<file path="src/rtl/fsm_job_sequencer.sv">
// Job-control FSM: IDLE -> INIT -> RUN -> DONE/ERROR, with an init phase, a RUN watchdog,
// bounded retry on engine error, abort, encoded fault reporting and clear-to-idle.
module fsm_job_sequencer #(
  parameter int INIT_CYCLES    = 1,
  parameter int TIMEOUT_CYCLES = 0,
  parameter int MAX_RETRIES    = 0,
  parameter int TMR_W          = 16,
  parameter int RTY_W          = 4
) (
  input  logic             clk,
  input  logic             reset,
  input  logic             start,
  input  logic             done,
  input  logic             error,
  input  logic             abort,
  input  logic             clear,
  output logic             busy,
  output logic             valid,
  output logic             fault,
  output logic [1:0]       fault_code,
  output logic [RTY_W-1:0] retry_cnt,
  output logic [2:0]       state
);

  localparam logic [2:0] S_IDLE  = 3'b000;
  localparam logic [2:0] S_INIT  = 3'b001;
  localparam logic [2:0] S_RUN   = 3'b010;
  localparam logic [2:0] S_DONE  = 3'b011;
  localparam logic [2:0] S_ERROR = 3'b100;

  localparam logic [1:0] C_NONE  = 2'b00;
  localparam logic [1:0] C_RETRY = 2'b01;
  localparam logic [1:0] C_TMO   = 2'b10;
  localparam logic [1:0] C_ABORT = 2'b11;

  localparam logic [TMR_W-1:0] INIT_LAST = TMR_W'(INIT_CYCLES - 1);
  localparam logic [TMR_W-1:0] TO_LAST   = TMR_W'((TIMEOUT_CYCLES > 0) ? TIMEOUT_CYCLES - 1 : 0);
  localparam logic             TO_EN     = (TIMEOUT_CYCLES != 0);
  localparam logic [RTY_W-1:0] RTY_MAX   = RTY_W'(MAX_RETRIES);

  logic [2:0]       r_state;
  logic [TMR_W-1:0] r_cnt;
  logic [RTY_W-1:0] r_rty;
  logic [1:0]       r_code;

  logic [2:0]       w_state_nxt;
  logic [TMR_W-1:0] w_cnt_nxt;
  logic [RTY_W-1:0] w_rty_nxt;
  logic [1:0]       w_code_nxt;

  always_ff @(posedge clk) begin
    if (reset) begin
      r_state <= S_IDLE;
      r_cnt   <= '0;
      r_rty   <= '0;
      r_code  <= C_NONE;
    end else begin
      r_state <= w_state_nxt;
      r_cnt   <= w_cnt_nxt;
      r_rty   <= w_rty_nxt;
      r_code  <= w_code_nxt;
    end
  end

  // One shared counter times both the INIT phase and the RUN watchdog; it restarts on every phase change.
  always_comb begin
    w_state_nxt = r_state;
    w_cnt_nxt   = r_cnt;
    w_rty_nxt   = r_rty;
    w_code_nxt  = r_code;
    case (r_state)
      S_IDLE: begin
        if (start) begin
          w_state_nxt = S_INIT;
          w_cnt_nxt   = '0;
          w_rty_nxt   = '0;
          w_code_nxt  = C_NONE;
        end
      end
      S_INIT: begin
        if (abort) begin
          w_state_nxt = S_ERROR;
          w_code_nxt  = C_ABORT;
          w_cnt_nxt   = '0;
        end else if (r_cnt == INIT_LAST) begin
          w_state_nxt = S_RUN;
          w_cnt_nxt   = '0;
        end else begin
          w_cnt_nxt = r_cnt + 1'b1;
        end
      end
      S_RUN: begin
        w_cnt_nxt = '0;
        if (abort) begin
          w_state_nxt = S_ERROR;
          w_code_nxt  = C_ABORT;
        end else if (error) begin
          // retry_cnt only ever climbs to RTY_MAX, so inequality means a retry is still available
          if (r_rty != RTY_MAX) begin
            w_state_nxt = S_INIT;
            w_rty_nxt   = r_rty + 1'b1;
          end else begin
            w_state_nxt = S_ERROR;
            w_code_nxt  = C_RETRY;
          end
        end else if (done) begin
          w_state_nxt = S_DONE;
        end else if (TO_EN && (r_cnt == TO_LAST)) begin
          w_state_nxt = S_ERROR;
          w_code_nxt  = C_TMO;
        end else begin
          w_cnt_nxt = r_cnt + 1'b1;
        end
      end
      S_DONE, S_ERROR: begin
        if (clear) begin
          w_state_nxt = S_IDLE;
          w_code_nxt  = C_NONE;
          w_rty_nxt   = '0;
          w_cnt_nxt   = '0;
        end
      end
      default: begin
        w_state_nxt = S_IDLE;
        w_cnt_nxt   = '0;
        w_rty_nxt   = '0;
        w_code_nxt  = C_NONE;
      end
    endcase
  end

  always_comb begin
    busy       = (r_state == S_INIT) || (r_state == S_RUN);
    valid      = (r_state == S_DONE);
    fault      = (r_state == S_ERROR);
    fault_code = r_code;
    retry_cnt  = r_rty;
    state      = r_state;
  end

endmodule

</file>
<file path="config.mk">
export PLATFORM = sky130hd
export DESIGN_NAME = fsm_job_sequencer
export DESIGN_NICKNAME = d
export VERILOG_FILES = /design/src/rtl/fsm_job_sequencer.sv
export SDC_FILE = /design/constraint.sdc
export NUM_CORES = 1
export LEC_CHECK = 0
export BUFFER_PORTS_ARGS = -buffer_cell sky130_fd_sc_hd__buf_2
export CAP_MARGIN = 20
export CORE_AREA = 5 5 57 59
export DETAILED_ROUTE_END_ITERATION = 6
export DIE_AREA = 0 0 62 64
export PLACE_DENSITY = 0.86
export SLEW_MARGIN = 20
export SYNTH_ARGS = -nofsm -noshare
export SYNTH_HDL_FRONTEND = slang
export SYNTH_SLANG_ARGS = --single-unit
export TNS_END_PERCENT = 10
</file>
<file path="constraint.sdc">
create_clock -name clk -period 3.9 [get_ports clk]
set_input_delay 0.585 -clock clk [delete_from_list [all_inputs] [get_ports clk]]
set_output_delay 0.585 -clock clk [all_outputs]
set_load 0.005 [all_outputs]
</file>
---- After elaboration in Yosys (flattened, before gate mapping) ----
Index checks and enable logic that the tools add are counted.
storage, ports and cells
  register bits after elaboration ......... 25
  bits of input ports ..................... 7
  output and inout port bits .............. 12
  logic and storage cells ................. 60
operators by class
  $add $sub $neg .......................... 2
  equality and inequality tests ........... 14
  mux-type cells .......................... 30
  bitwise logic cells ..................... 1
  reduce and logical (&&, ||, !) cells .... 9
operators with widths
  cell                     number
  $mux W16                 7
  $pmux W16 S4             1
  $mux W3                  8
  $mux W4                  5
  $add A16 B1 Y16 const B  1
  $logic_not A16 Y1        1
  $pmux W4 S4              1
  $mux W2                  6
  $ne A2 B2 Y1 const B     6
  $pmux W3 S4              1
  $ne A3 B3 Y1 const B     3
  $pmux W2 S4              1
  $eq A3 B2 Y1 const B     2
  $reduce_and A6 Y1        1
  $reduce_and A5 Y1        1
  $add A4 B1 Y4 const B    1
  $ne A4 B4 Y1 const B     1
  $reduce_and A4 Y1        1
  $reduce_bool A4 Y1       1
  $eq A3 B1 Y1 const B     1
  $eq A3 B3 Y1 const B     1
  $logic_not A3 Y1         1
  $reduce_and A2 Y1        1
  $reduce_or A2 Y1         1
  2 further kinds          2

---- Logic depth before layout (Yosys ltp) ----
Gate-level depths: netlist (run 1).
  word-level depth ........................ 5
  gate-level depth with buffers ........... 9
  mapped depth without buffers ............ 7

---- Worst setup path after synthesis (run 1) ----
OpenSTA, ideal clock, no wires.
  kind .................................... input to register
  start point ............................. in clear
  end point ............................... reg r_rty[3], in the netlist retry_cnt[3]
  library setup time ...................... 0.069 ns
  data arrival time ....................... 1.870 ns
  data required time ...................... 3.831 ns
  slack ................................... 1.961 ns
  cell stages on the path ................. 5
  buffers on the path ..................... 1
  path through ............................ a21o_1 a2111o_1 buf_6 or4_1 o21ai_1
between the ends
  longest elaborated chain between the ends .. 2
RTL lines
  what                                line  RTL
  start: declaration                  16    input logic clear,
  $ne A2 B2 Y1 (no source line)       n/a
  $reduce_and A6 Y1 (no source line)  n/a
  end signal: assignment              60    r_rty <= w_rty_nxt;
  end: declaration                    43    logic [RTY_W-1:0] r_rty;
No other way between the ends.
A chain may end at the register's enable or synchronous reset.

---- Worst setup path after layout (run 1) ----
  start point ............................. reg r_state[1], in the netlist state[1]
  end point ............................... reg r_cnt[9]
between the ends
  longest elaborated chain between the ends .. 4
  elaborated cells between the ends (all ways) .. 10
  classes of those cells .................. eq/ne: 6; mux: 1; reduce/logical: 3
RTL lines
  what                                          line  RTL
  start: declaration                            41    logic [2:0] r_state;
  start signal: assignment                      58    r_state <= w_state_nxt;
  $eq A3 B2 Y1 or $eq A3 B3 Y1 (tied branches)  71    case (r_state)
  $reduce_or A2 Y1                              71
  $ne A2 B2 Y1 (no source line)                 n/a
  $reduce_and A2 Y1 (no source line)            n/a
  end signal: assignment                        59    r_cnt <= w_cnt_nxt;
  end: declaration                              42    logic [TMR_W-1:0] r_cnt;
Several ways; a longest one is shown, not always the timed one.

==> impl_metrics.env, run 1 <==
export IMPL_status="completed"
export IMPL_r2r_start="state[1]"
export IMPL_min_to="fault_code[0]"
export IMPL_hold_violations=0
export IMPL_place_port_buffers=18
export IMPL_worst_pin_slew_ns=0.717
export IMPL_die_w_um=62
export IMPL_finalNetCount=208
export IMPL_drt_first_pass_iters=4
export IMPL_avgSynthCellArea_um2=8.19
export IMPL_synthArstFlopShare_pct=0
export IMPL_crit_type="reg2reg"
export IMPL_start_kind="flip-flop"
export IMPL_final_setup_worst_slack_ns=1.57
export IMPL_cts_resized=0
export IMPL_peakVddDrop_v=0.000406
export IMPL_layout_commonest_cell="dfxtp_1"
export IMPL_power_total_w=0.000829
export IMPL_met2RoutedLength_mm=1.81
export IMPL_hp_class="reg2reg"
export IMPL_fp_dieH_um=64
export IMPL_drt_total_wl_mm=3.71
export IMPL_crit_path_end_kind="flip-flop"
export IMPL_arrival_ns=2.58
export IMPL_synthesis_nets=196
export IMPL_clk_pin_slew_ns=0.15
export IMPL_p_clk_share_pct=14.5
export IMPL_yosys_warnings=0
export IMPL_overflow=0
export IMPL_power_density_nw_per_um2=516
export IMPL_synthCells=185
export IMPL_setup_viol=0
export IMPL_mappedNetlistArea_um2=1520
export IMPL_reg2regPathDepth=4
export IMPL_io_pins=19
export IMPL_dp_slack_ns=1.47
export IMPL_ant_nets=0
export IMPL_crit_fanout=20
export IMPL_routed_top_layer="met4"
export IMPL_dieArea_um2=3970
export IMPL_synth_area_leaders="dfxtp_1, or3_1, nand2_1"
export IMPL_dp_hpwl_mm=2.55
export IMPL_finish_utilization_pct=60.3
export IMPL_ys_ff_latch=25
export IMPL_whs_path_depth=2
export IMPL_clock_latency_ns=0.33
export IMPL_grt_pass1_vias=1330
export IMPL_fin_crit_ns=2.33
export IMPL_wl_per_cell_um=16.3
export IMPL_met3_length_um=217
export IMPL_hold_buffers=0
export IMPL_viasPerCell=6.63
export IMPL_p_sw_w=0.000373
export IMPL_setup_tns_ns=0
export IMPL_h_tree_depth=1
export IMPL_rsz0062_at_grt="no"
export IMPL_drtIter0Drc=71
export IMPL_drcViolationCount=0
export IMPL_yosysUniqueCellTypes=47
export IMPL_leakage_nw=0.562
export IMPL_slew_limit_headroom_pct=51.5
export IMPL_synth_top_area_share_pct=33.0
export IMPL_ys_flop_type="dfxtp_1"
export IMPL_internal_power_w=0.000457
export IMPL_worstPathRequired_ns=4.15
export IMPL_core_rowCount=19
export IMPL_cts_root_buf="clkbuf_4"
export IMPL_start_util_pct=56.9
export IMPL_drv_slew=0
export IMPL_area_growth_pct=6.03
export IMPL_cts_tree="built"
export IMPL_gr_usage_all_layers_pct=19.2
export IMPL_pwr_share_seq_pct=40.7
export IMPL_combPwrFrac_pct=44.8
export IMPL_rrSetupSlack_ns=1.57
export IMPL_synth_edf_count=0
export IMPL_final_cell_mix="dfxtp_1, nand2_1, buf_2, or3_1, a21oi_1"
export IMPL_diodes=0
export IMPL_worstHoldStart="fault_code[0]"
export IMPL_m1WireLength_mm=1.58
export IMPL_fin_crit_sh_pct=59.7
export IMPL_antenna_found_initial=0
export IMPL_gp_congestion=0.864
export IMPL_clock_sinks=25
export IMPL_worst_clock_skew_ns=0.0154
export IMPL_reg2reg_to="r_cnt[9]"
export IMPL_postCtsSetupBuffers=0
export IMPL_swShare_pct=44.9
export IMPL_cap_viol_max_count=0
export IMPL_yosys_area_top_type="dfxtp_1"
export IMPL_vias=1505
export IMPL_numCtsBuffers=3
export IMPL_layout_drive_gt1_share_pct=14.8
export IMPL_grt_max_degree=21
export IMPL_synth_seq_area_share_pct=33.0
export IMPL_core_area_um2=2660
export IMPL_fmax_ghz=0.430
export IMPL_grt_pass1_wl_mm=6.02
export IMPL_cts_buffer_depth=2
==> through the flow <==
stage | area (um^2) | hold WS (ns) | cells
final | 1610 | 0.452 | 227
after global routing | 1610 | 0.481 | 227
after CTS | 1590 | 0.457 | 227
after detailed placement | 1570 | 0.437 | 223
after global placement | 1570 | 0.433 | 223
after floorplan | 1520 | 0.442 | 185
==> worst max path at each step <==
stage,start,endpoint,slack (ns),cells after the start
finish,state[1],r_cnt[9],1.57,4
global route,state[2],state[1],1.39,4
CTS,state[1],r_cnt[11],1.59,4
detailed placement,clear,r_cnt[9],1.47,5
global placement,clear,r_cnt[9],1.53,5
floorplan,clear,retry_cnt[3],1.96,5
==> power groups by stage <==
stage / clock network [W] / registers, W / logic, W
CTS: 0.000122 / 0.000335 / 0.000364
finish: 0.000121 / 0.000338 / 0.000371
global placement: 0 / 0.000335 / 0.000337
floorplan: 0 / 0.000314 / 0.000298
detailed placement: 0 / 0.000340 / 0.000361
global route: 0.000135 / 0.000344 / 0.000405
==> state kept, by name, indices dropped and copies added (netlist names) <==
name and count:
r_cnt 16, retry_cnt 4, state 3, fault_code 2
==> cell usage after synthesis (2+ instances only) <==
library cell,count
nor2_1,6
o22ai_1,5
nor4_1,3
nand3b_1,2
nand3_1,11
buf_6,3
buf_2,5
and3_1,5
nor3b_1,2
a21oi_1,12
inv_1,8
dfxtp_1,25
and4_1,3
a21o_1,3
nor3_1,3
a22oi_1,2
or4_1,4
or3_1,13
a211oi_1,2
o21ai_0,3
ha_1,4
nand4_1,5
buf_4,2
a31oi_1,7
o211ai_1,3
nand2_1,21
nor4b_1,3
==> layout make-up <==
class	count	area [um^2]
sequential	25	500
fill	249	1060
tap	31	38.8
timing repair buffer	18	90.1
inverter	8	30.0
clock inverter	1	5.00
clock buffer	3	22.5
multi-input combinational	141	920
==> worst max-delay path: stages, from the launching register on <==
cell	delay (ns)
dfxtp_1	0.63
nor4b_1	0.18
a2111o_1	0.68
or4_1	0.58
o211ai_1	0.17
==> logic make-up after synthesis <==
family,share of synthesized area [%]
AO/OA/AOI/OAI,22.1
adder cells (fa/ha/maj),3.30
buffers and inverters,7.10
flip-flops,33.0
AND/OR/NAND/NOR,34.4
==> per-layer routing <==
layer  GRT usage, %  vias up
li1               -      733
met2           31.1       61
met3           2.82       13
met5              0        -
met4           7.69        0
met1           25.0      698
Note: power is estimated with default switching activity, not from simulation.
==> run 2: changes to the inputs <==
--- a/config.mk
+++ b/config.mk
@@ -7,10 +7,10 @@
 export LEC_CHECK = 0
 export BUFFER_PORTS_ARGS = -buffer_cell sky130_fd_sc_hd__buf_2
 export CAP_MARGIN = 20
-export CORE_AREA = 5 5 57 59
+export CORE_AREA = 5 5 61 63
 export DETAILED_ROUTE_END_ITERATION = 6
-export DIE_AREA = 0 0 62 64
-export PLACE_DENSITY = 0.86
+export DIE_AREA = 0 0 66 68
+export PLACE_DENSITY = 0.79
 export SLEW_MARGIN = 20
 export SYNTH_ARGS = -nofsm -noshare
 export SYNTH_HDL_FRONTEND = slang
==> constraint.sdc (replaced) <==
create_clock -name clk -period 2.1 [get_ports clk]
set_input_delay 0.315 -clock clk [delete_from_list [all_inputs] [get_ports clk]]
set_output_delay 0.315 -clock clk [all_outputs]
set_load 0.005 [all_outputs]
==> run 2 against run 1 <==
Net effect:
- non-clock buffer count grew 15
- power up 99%
- critical path depth up 4
- count of clock-buffer cells in the layout is 1 higher
- sequential share of layout area shrank 1.9 points
- first-iteration DRC count grew 30%
- largest cell class unchanged
- clock skew down 0.0070 ns
==> impl_metrics.env, run 2 (synthesis results as in run 1) <==
export IMPL_status="completed"
export IMPL_setup_viol=0
export IMPL_dieArea_um2=4490
export IMPL_crit_path_end_kind="flip-flop"
export IMPL_cts_root_buf="clkbuf_4"
export IMPL_crit_type="reg2reg"
export IMPL_numCtsBuffers=3
export IMPL_rsz0062_at_grt="no"
export IMPL_hp_class="in2reg"
export IMPL_n_fill_cell=295
export IMPL_clk_pin_slew_ns=0.13
export IMPL_worst_clock_skew_ns=0.00834
export IMPL_worstSetupEndpoint="retry_cnt[3]"
export IMPL_arrival_ns=2.22
export IMPL_drt_total_wl_mm=3.62
export IMPL_drt_first_pass_iters=4
export IMPL_gp_congestion=0.846
export IMPL_cap_viol_max_count=0
export IMPL_grt_pass1_wl_mm=6.16
export IMPL_start_kind="flip-flop"
export IMPL_worst_pin_slew_ns=0.538
export IMPL_grt_max_degree=15
export IMPL_dp_hpwl_mm=2.66
export IMPL_cts_tree="built"
export IMPL_slew_limit_headroom_pct=63.7
export IMPL_peakVddDrop_v=0.000420
export IMPL_worstPathRequired_ns=2.36
export IMPL_wl_per_cell_um=14.1
export IMPL_reg2reg_to="retry_cnt[3]"
export IMPL_diodes=0
export IMPL_setup_tns_ns=0
export IMPL_top_register="r_cnt"
export IMPL_antenna_found_initial=0
export IMPL_power_density_nw_per_um2=956
export IMPL_crit_fanout=7
export IMPL_final_cell_mix="nand2_1, dfxtp_1, buf_2, buf_4, or3_1"
export IMPL_fmax_ghz=0.512
export IMPL_area_growth_pct=14.1
export IMPL_drv_slew=0
export IMPL_fp_dieH_um=68
export IMPL_layout_drive_gt1_share_pct=22.3
export IMPL_finalNetCount=223
export IMPL_hold_ws_ns=0.262
export IMPL_vias=1541
export IMPL_gr_usage_all_layers_pct=17.3
export IMPL_r2r_start="retry_cnt[0]"
export IMPL_fin_crit_sh_pct=93.1
export IMPL_clock_latency_ns=0.33
export IMPL_crit_start="retry_cnt[0]"
export IMPL_drcViolationCount=0
export IMPL_hold_violations=0
export IMPL_reg2regPathDepth=8
export IMPL_start_util_pct=47.7
export IMPL_die_w_um=66
export IMPL_viasPerCell=6.00
export IMPL_core_area_um2=3180
export IMPL_hold_buffers=0
export IMPL_fin_crit_ns=1.95
export IMPL_io_pins=19
export IMPL_finish_utilization_pct=54.4
export IMPL_h_tree_depth=1
export IMPL_overflow=0
export IMPL_drtIter0Drc=92
export IMPL_place_port_buffers=18
export IMPL_ant_nets=0
export IMPL_rrSetupSlack_ns=0.15
export IMPL_grt_pass1_vias=1332
export IMPL_leakage_nw=0.635
export IMPL_largest_reg_flops=16
export IMPL_core_rowCount=21
export IMPL_clock_sinks=25
export IMPL_cts_buffer_depth=2
[run 2: layout make-up]
class                   count  area [um^2]  share of cell area (%)
multi-input cells         141          907                    52.5
flip-flops and latches     25          505                    29.2
repair buffers             33          203                    11.7
well taps                  46         57.6                    3.33
inverters                   8         30.0                    1.74
clock buffers               4         26.3                    1.52
[run 2: worst min path at each step]
stage,startpoint,to,slack (ns),depth (start not counted)
after floorplan,fault_code[0],fault_code[0],0.44,2
after global placement,fault_code[0],fault_code[0],0.45,2
after detailed placement,fault_code[0],fault_code[0],0.44,2
after CTS,reset,state[1],0.26,2
after global routing,reset,state[1],0.25,2
final,reset,state[1],0.26,2
[run 2: where the power goes]
part | total (W) | internal, W | switching [W]
Clock | 0.000225 | 0.0000745 | 0.000150
Sequential | 0.000608 | 0.000531 | 0.0000778
Combinational | 0.000819 | 0.000360 | 0.000460
[run 2: repair_timing]
item,4_1_cts,5_1_grt
setup endpoints to repair,0,13
endpoints found under the hold margin,0,0
setup buffers,0,1
gates resized for setup,0,4
[run 2: routing by layer]
metal  routed length (um)  share of wire [%]  global-route usage [%]
met5                    0                  0                       0
met4                   57                1.6                    7.11
met3                  213                5.9                    1.97
met2                 1740                 48                    27.8
met1                 1600                 44                    23.6
[run 2: metrics by stage]
stage                     setup slack (ns)  instance area, um^2  total power, W  std cells
after floorplan                      0.203                 1520         0.00114        185
after global placement               0.105                 1690         0.00140        252
after detailed placement            0.0473                 1690         0.00141        252
after CTS                           0.0223                 1720         0.00164        256
after global routing               0.00568                 1730         0.00179        257
final                                0.146                 1730         0.00165        257
[run 2: worst max-delay path, cell delays in order (launching register included)]
cell and delay (ns):
dfxtp_1 0.36, inv_1 0.05, ha_1 0.18, nor3b_1 0.15, o311ai_0 0.29, a21oi_1 0.15, buf_4 0.17, or4_1 0.46
o21ai_1 0.09
==> run 3: changes to the inputs <==
==> constraint.sdc (replaced) <==
create_clock -name clk -period 1.6 [get_ports clk]
set_input_delay 0.24 -clock clk [delete_from_list [all_inputs] [get_ports clk]]
set_output_delay 0.24 -clock clk [all_outputs]
set_load 0.005 [all_outputs]
==> run 3 against run 2 <==
Net effect:
- the run now ends with negative setup slack left
- clock power is 32% higher
- highest routed layer unchanged
- global-route usage increased by 5.8 points
- sequential power increased by 34%
- critical endpoint is now retry_cnt[0]
- design area is 32% higher
- critical path type unchanged
==> impl_metrics.env, run 3 (synthesis results as in run 1) <==
export IMPL_finalNetCount=273
export IMPL_start_util_pct=47.7
export IMPL_numCtsBuffers=3
export IMPL_stdcell_count=307
export IMPL_setup_viol=24
export IMPL_rsz0062_at_grt="yes"
export IMPL_drt_first_pass_iters=4
export IMPL_crit_fanout=4
export IMPL_slew_limit_headroom_pct=75.3
export IMPL_die_w_um=66
export IMPL_fin_crit_ns=1.90
export IMPL_worstPathRequired_ns=1.87
export IMPL_place_port_buffers=18
export IMPL_worst_pin_slew_ns=0.368
export IMPL_finish_utilization_pct=72.0
export IMPL_layout_commonest_cell="buf_4"
export IMPL_start_kind="flip-flop"
export IMPL_h_tree_depth=1
export IMPL_status="finished, violations left"
export IMPL_core_rowCount=21
export IMPL_clock_latency_ns=0.33
export IMPL_drtIter0Drc=91
export IMPL_layout_drive_gt1_share_pct=47.9
export IMPL_n_fill_cell=228
export IMPL_area_growth_pct=51.0
export IMPL_overflow=0
export IMPL_gp_congestion=0.913
export IMPL_cts_buffer_depth=2
export IMPL_cts_root_buf="clkbuf_4"
export IMPL_arrival_ns=2.17
export IMPL_fin_crit_sh_pct=119
export IMPL_crit_path_end_kind="flip-flop"
export IMPL_top_register="r_cnt"
export IMPL_final_cell_mix="buf_4, nand2_1, dfxtp_1, buf_2"
export IMPL_diodes=0
export IMPL_gr_usage_all_layers_pct=23.1
export IMPL_fp_dieH_um=68
export IMPL_cap_viol_max_count=0
export IMPL_final_setup_worst_slack_ns=-0.304
export IMPL_drv_slew=0
export IMPL_cts_tree="built"
export IMPL_peakVddDrop_v=0.000954
export IMPL_grt_pass1_vias=1689
export IMPL_hold_violations=0
export IMPL_ant_nets=0
export IMPL_crit_type="reg2reg"
export IMPL_drcViolationCount=0
export IMPL_clock_sinks=25
export IMPL_grt_max_degree=16
export IMPL_viasPerCell=5.90
export IMPL_violations="negative setup slack"
export IMPL_worst_clock_skew_ns=0.00521
export IMPL_largest_reg_flops=16
export IMPL_io_pins=19
export IMPL_leakage_nw=0.925
export IMPL_clk_pin_slew_ns=0.13
export IMPL_dieArea_um2=4490
export IMPL_dp_hpwl_mm=3.28
export IMPL_hp_class="in2reg"
export IMPL_power_density_nw_per_um2=1260
export IMPL_wl_per_cell_um=16.7
export IMPL_fmax_ghz=0.525
export IMPL_grt_pass1_wl_mm=7.94
export IMPL_power_total_w=0.00288
export IMPL_place_inst=299
export IMPL_core_area_um2=3180
export IMPL_antenna_found_initial=0
export IMPL_drt_total_wl_mm=5.12
export IMPL_vias=1812
run 3: changes by cell type in the layout (fill, tap and decap cells not counted), sizes merged:
cell,previous run,this run
buf,33,83
run 3: layer usage:
layer	track usage [%]	routed length [um]	vias to the layer above
met5	0	0	-
met4	11.9	206	0
met3	3.12	249	22
met2	40.7	2620	73
met1	27.5	2050	851
li1	-	-	866
run 3: what timing repair did:
| action | CTS | global route |
|---|---|---|
| gates resized for setup | 28 | 11 |
| hold buffers | 0 | 0 |
| setup endpoints to repair | 23 | 28 |
| pin swaps | 24 | 6 |
| setup buffers | 3 | 1 |
run 3: critical path, stage by stage (launching register included):
cell      delay (ns)
dfxtp_2         0.37
inv_2           0.05
ha_4            0.15
nor3b_4         0.15
o311ai_2        0.29
a21oi_2         0.12
buf_4           0.16
buf_4           0.13
or3_1           0.30
a21oi_1         0.12
run 3: layout make-up:
class	count	area, um^2	area share [%]
Timing Repair Buffer	83	604	26.4
Multi-Input combinational cell	141	1050	45.8
Inverter	8	32.5	1.42
Clock buffer	4	26.3	1.15
Tap cell	46	57.6	2.52
Sequential cell	25	519	22.7
run 3: worst paths after layout:
check | cells after the start | endpoint | slack [ns] | startpoint
worst max-delay path | 9 | retry_cnt[0] | -0.30 | retry_cnt[1]
worst min-delay path | 3 | retry_cnt[1] | 0.22 | reset
worst min register to register | 2 | fault_code[0] | 0.46 | fault_code[0]
worst max register to register | 9 | retry_cnt[0] | -0.30 | retry_cnt[1]
run 3: report_power, final:
group,internal [W],switching [W],leakage (nW)
clock network,0.0000981,0.000200,0.0150
registers,0.000716,0.000102,0.207
logic,0.000885,0.000875,0.703
run 3: metrics by stage:
stage / area [um^2] / setup TNS (ns) / hold slack, ns / worst slack [ns]
floorplan: 1560 / -2.41 / 0.402 / -0.178
global placement: 2080 / -2.81 / 0.430 / -0.186
detailed placement: 2080 / -3.45 / 0.444 / -0.261
CTS: 2240 / -3.12 / 0.238 / -0.267
global route: 2290 / -6.23 / 0.219 / -0.379
finish: 2290 / -4.05 / 0.223 / -0.304
